<file path="config.mk">
export PLATFORM = sky130hd
export DESIGN_NAME = serial_in
export DESIGN_NICKNAME = d
export VERILOG_FILES = /design/src/rtl/serial_in.sv
export SDC_FILE = /design/constraint.sdc
export NUM_CORES = 1
export LEC_CHECK = 0
export BUFFER_PORTS_ARGS = -buffer_cell sky130_fd_sc_hd__buf_2
export CAP_MARGIN = 20
export CORE_MARGIN = 4
export CORE_UTILIZATION = 50
export CTS_CLUSTER_DIAMETER = 40
export DETAILED_ROUTE_END_ITERATION = 16
export PLACE_DENSITY = 0.71
export SETUP_SLACK_MARGIN = 0.02
export SLEW_MARGIN = 15
export SYNTH_ARGS = -nofsm -noshare
export SYNTH_HDL_FRONTEND = slang
export SYNTH_SLANG_ARGS = --single-unit
</file>
<file path="constraint.sdc">
create_clock -name clk -period 2.1 [get_ports clk]
set_input_delay 0.105 -clock clk [delete_from_list [all_inputs] [get_ports clk]]
set_output_delay 0.105 -clock clk [all_outputs]
set_load 0.1 [all_outputs]
</file>
<file path="src/rtl/serial_in.sv">
// -----------------------------------------------------------------------------
// serial_in
//   Serial-to-parallel receiver paired with the 16-bit rotate-left serial
//   transmitter. It shares the transmitter's clk and start. It captures the
//   MSB-first bit stream on d into a WIDTH-bit word and presents that word on
//   dout with a one-cycle valid strobe.
//
//   Optional feature macro: SERIAL_IN_CONT_EN
//     defined   : after a completed frame the receiver stays in RECV and keeps
//                 receiving. Because the transmitter rotates, the same word
//                 recurs every WIDTH cycles.
//     undefined : after a completed frame the receiver returns to IDLE. A new
//                 start is needed for the next frame.
//
// Ports
//   clk    in   1      clock, all state changes on posedge
//   rst_n  in   1      asynchronous active-low reset
//   start  in   1      transmitter load strobe, sampled on posedge clk
//   d      in   1      serial data (transmitter buffer MSB), MSB first
//   dout   out  WIDTH  last completed received word
//   valid  out  1      one-cycle strobe: dout was updated this cycle
//   busy   out  1      high while a frame is being received (state == RECV)
//   abort  out  1      one-cycle strobe: a partial frame was dropped by a new start
//
// Strobe semantics: valid and abort are registered single-cycle pulses with no
// back-pressure. The consumer must take dout in the cycle in which valid is
// high. dout then holds that word until the next completed frame.
// -----------------------------------------------------------------------------
module serial_in #(
    parameter int WIDTH = 16
) (
    input  logic             clk,
    input  logic             rst_n,
    input  logic             start,
    input  logic             d,
    output logic [WIDTH-1:0] dout,
    output logic             valid,
    output logic             busy,
    output logic             abort
);

    localparam int              CW   = $clog2(WIDTH);
    localparam logic [CW-1:0]   LAST = CW'(WIDTH - 1);

    typedef enum logic {
        IDLE = 1'b0,
        RECV = 1'b1
    } state_t;

    state_t             state;
    logic [CW-1:0]      cnt;
    logic [WIDTH-1:0]   shreg;
    logic [WIDTH-1:0]   shreg_next;

    // Word as it stands after taking in the current bit. On the completing
    // edge, this is the full frame.
    assign shreg_next = {shreg[WIDTH-2:0], d};

    // busy is the FSM state itself. This keeps it glitch-free and lets it
    // double as the state observation point.
    assign busy = (state == RECV);

    always_ff @(posedge clk or negedge rst_n) begin
        if (!rst_n) begin
            state <= IDLE;
            cnt   <= '0;
            shreg <= '0;
            dout  <= '0;
            valid <= 1'b0;
            abort <= 1'b0;
        end else begin
            valid <= 1'b0;
            abort <= 1'b0;
            if (start) begin
                // The transmitter is loading on this edge, so d is not a
                // frame bit yet. A restart always wins, including on the
                // completing edge. A frame is reported as aborted only if
                // at least one bit of it had been taken in.
                state <= RECV;
                cnt   <= '0;
                if (state == RECV && cnt != '0) begin
                    abort <= 1'b1;
                end
            end else if (state == RECV) begin
                shreg <= shreg_next;
                if (cnt == LAST) begin
                    dout  <= shreg_next;
                    valid <= 1'b1;
                    cnt   <= '0;
`ifdef SERIAL_IN_CONT_EN
                    state <= RECV;
`else
                    state <= IDLE;
`endif
                end else begin
                    cnt <= cnt + 1'b1;
                end
            end
        end
    end

endmodule
</file>
==> metrics.txt <==
Post-CTS Setup Bufs=0; iteration count of the initial detailed-routing pass=2; vias in the first global route=between 900 and 1000; routed vias=approximately 850; IO Pins=23; Util after Layout=0.6184; Die X-Extent=about 64 µm; max-slew violations=0; ANT cells=0; Critical Path AT=1820 ps; core area=roughly 2900 µm²; placed cells=about 150; CTS buffer count=5; Worst VDD drop=~0.41 mV; minimum clock period=approximately 1600 ps; worst setup path class=reg -> reg; Synth area leader=dfrtp_1; CP cell instances=ha_1 > nand3_1 > nor2b_4 > buf_12 > mux2_2; critical path's slowest cell=dfrtp_1; cell area after synthesis=approximately 1600 µm²; Fin Setup TNS=0 ps; critical-path maximum fanout=17; Hold WC Path Type=in -> reg; Hold Violations, Final=0; placement row count=19; average size of a mapped cell=about 16 µm²; post-DR wirelength/cell=15.13 µm; R2R Setup Slk=slightly above 500 ps; maxcap violations=0; clk root buf=clkbuf_4; Die Ht=roughly 64 µm; H-Tree Depth=2; leak pwr=approximately 0.9 nW; GPL Wtd Cong=a little under 0.7; Longest Clk Path Bufs=2; Highest Clock Rate=~0.63 GHz; PwrDens=a little over 900 nW/µm²; Final Cycle Share=0.7578; detailed-route DRC error count=0; syn_nets=104; gr ovfl total=0; Final Setup Violations=0; Via density=between 5 and 6; Starting Density=0.5434; total track usage=0.1380; Netlist cell types=19; layout cells sized above 1=0.5039; number of synthesized register bits=38; top post-synthesis cells by area=dfrtp_1, mux2_2, mux2_4; RSZ-0062 raised after global routing=no; Yosys warnings=0; Clk Latency, worst-skew pair=approximately 340 ps; CTS tree=yes; crit-path max cell delay=420 ps; Cell Count, Final, Fillers Out=~160; worst slew pin tran=between 800 and 900 ps; WP data required=2330 ps; CTS sink count=38; area share of the largest cell type after synthesis=0.6134; first-pass GRT wire length=around 4200 µm; clk_skew=between 4 and 5 ps; clock transition at the registers of the reported paths=around 100 ps; status=complete, no violations; Worst setup EP type=register; area grow syn2layout=13.80%; Routed Antenna Nets=0; fin nets=approximately 130; Routed WL=~2400 µm; HPWL Detailed=around 1600 µm; post-synthesis sequential area ratio=0.6134; Die Area=about 4000 µm²; Cells after Synth=between 90 and 100; I/O Buffers=22; DR iter-0 viols=35; largest net degree at the start of global routing=39; crit path launch type=register; Slew headroom=0.4582; initial antenna violation count=0
[layout make-up]
type / count / area [µm²]
Timing Repair Buffer: 26 / 157.7
Sequential cell: 38 / 952.2
Clock buffer: 7 / 45.04
Multi-Input combinational cell: 53 / 533.0
Tap cell: 31 / 38.79
Fill cell: 239 / 1089
Inverter: 2 / 7.507
Clock inverter: 1 / 30.03
[through the flow]
stage | worst slack [ps] | area [µm²] | total power [mW] | hold WS [ps]
floorplan | 189.4 | 1551 | 1.067 | -190.6
global placement | 579.5 | 1669 | 1.114 | 234.7
detailed placement | 514.0 | 1669 | 1.139 | 238.8
CTS | 501.5 | 1764 | 1.621 | 11.74
global route | 396.9 | 1764 | 1.690 | 35.96
finish | 508.5 | 1764 | 1.599 | 26.79
[cell families after synthesis]
group | share of synthesized area
multiplexers | 0.2534
buffers and inverters | 0.04277
XOR/XNOR | 0.005651
AND/OR/NAND/NOR | 0.04762
AO/OA/AOI/OAI | 0.02098
flip-flops | 0.6134
adder cells (fa/ha/maj) | 0.01614
[cell usage in the layout (no fill, tap or decap), types with 3 or more instances in the layout]
master    synthesis  final
a21oi_1           4      4
buf_2             1     22
clkbuf_4          0      5
dfrtp_1          38     37
mux2_2           22     22
mux2_4            9      9
nand2_1           3      3
nor2_1            3      3
[final timing paths]
check,startpoint,end,cells past startpoint
max,cnt[0],dout[1],5
min,start,cnt[0],2
max reg2reg,cnt[0],dout[1],5
min reg2reg,dout[4],dout[4],1
max in group asynchronous,rst_n,busy,2
min in group asynchronous,rst_n,dout[11],2
[timing repair]
action | in CTS | in global routing
hold buffers | 2 | 0
gates resized for setup | 0 | 0
endpoints found under the hold margin | 40 | 0
[Yosys cell counts]
| library cell | count |
|---|---|
| mux2_4 | 9 |
| dfrtp_1 | 38 |
| buf_2 | 1 |
| nand3_1 | 2 |
| inv_1 | 2 |
| buf_6 | 3 |
| nand2_1 | 3 |
| nor2b_4 | 2 |
| xor2_1 | 1 |
| mux2i_1 | 1 |
| a21o_1 | 1 |
| nand2b_1 | 1 |
| mux2_2 | 22 |
| a21oi_1 | 4 |
| or4_1 | 1 |
| ha_1 | 2 |
| o21ai_0 | 1 |
| nor2_1 | 3 |
| buf_12 | 1 |
[power by group]
part	internal (mW)	switching (mW)
sequential	0.849	0.0884
combinational	0.106	0.0792
clock	0.252	0.223
total	1.21	0.391
[flip-flops by register name (all words and copies together) (netlist names)]
name / flops
dout: 16
shreg: 15
cnt: 4
abort: 1
busy: 1
valid: 1
[critical path: cells and delay by family, from the launching register on]
kind                       cells  cell delay (ps)
adders and majority gates      1              210
buffers and inverters          1              170
DFF                            1              420
muxes                          1              340
and+or+nand+nor                2              340
[layer usage]
layer	share of wire	global-route usage	vias up
met1	0.43	0.1504	434
met4	0.018	0.05930	0
met5	0	0	-
met3	0.053	0.06572	6
met2	0.50	0.2282	17
li1	-	-	391
Note: power is estimated with default switching activity, not from simulation.
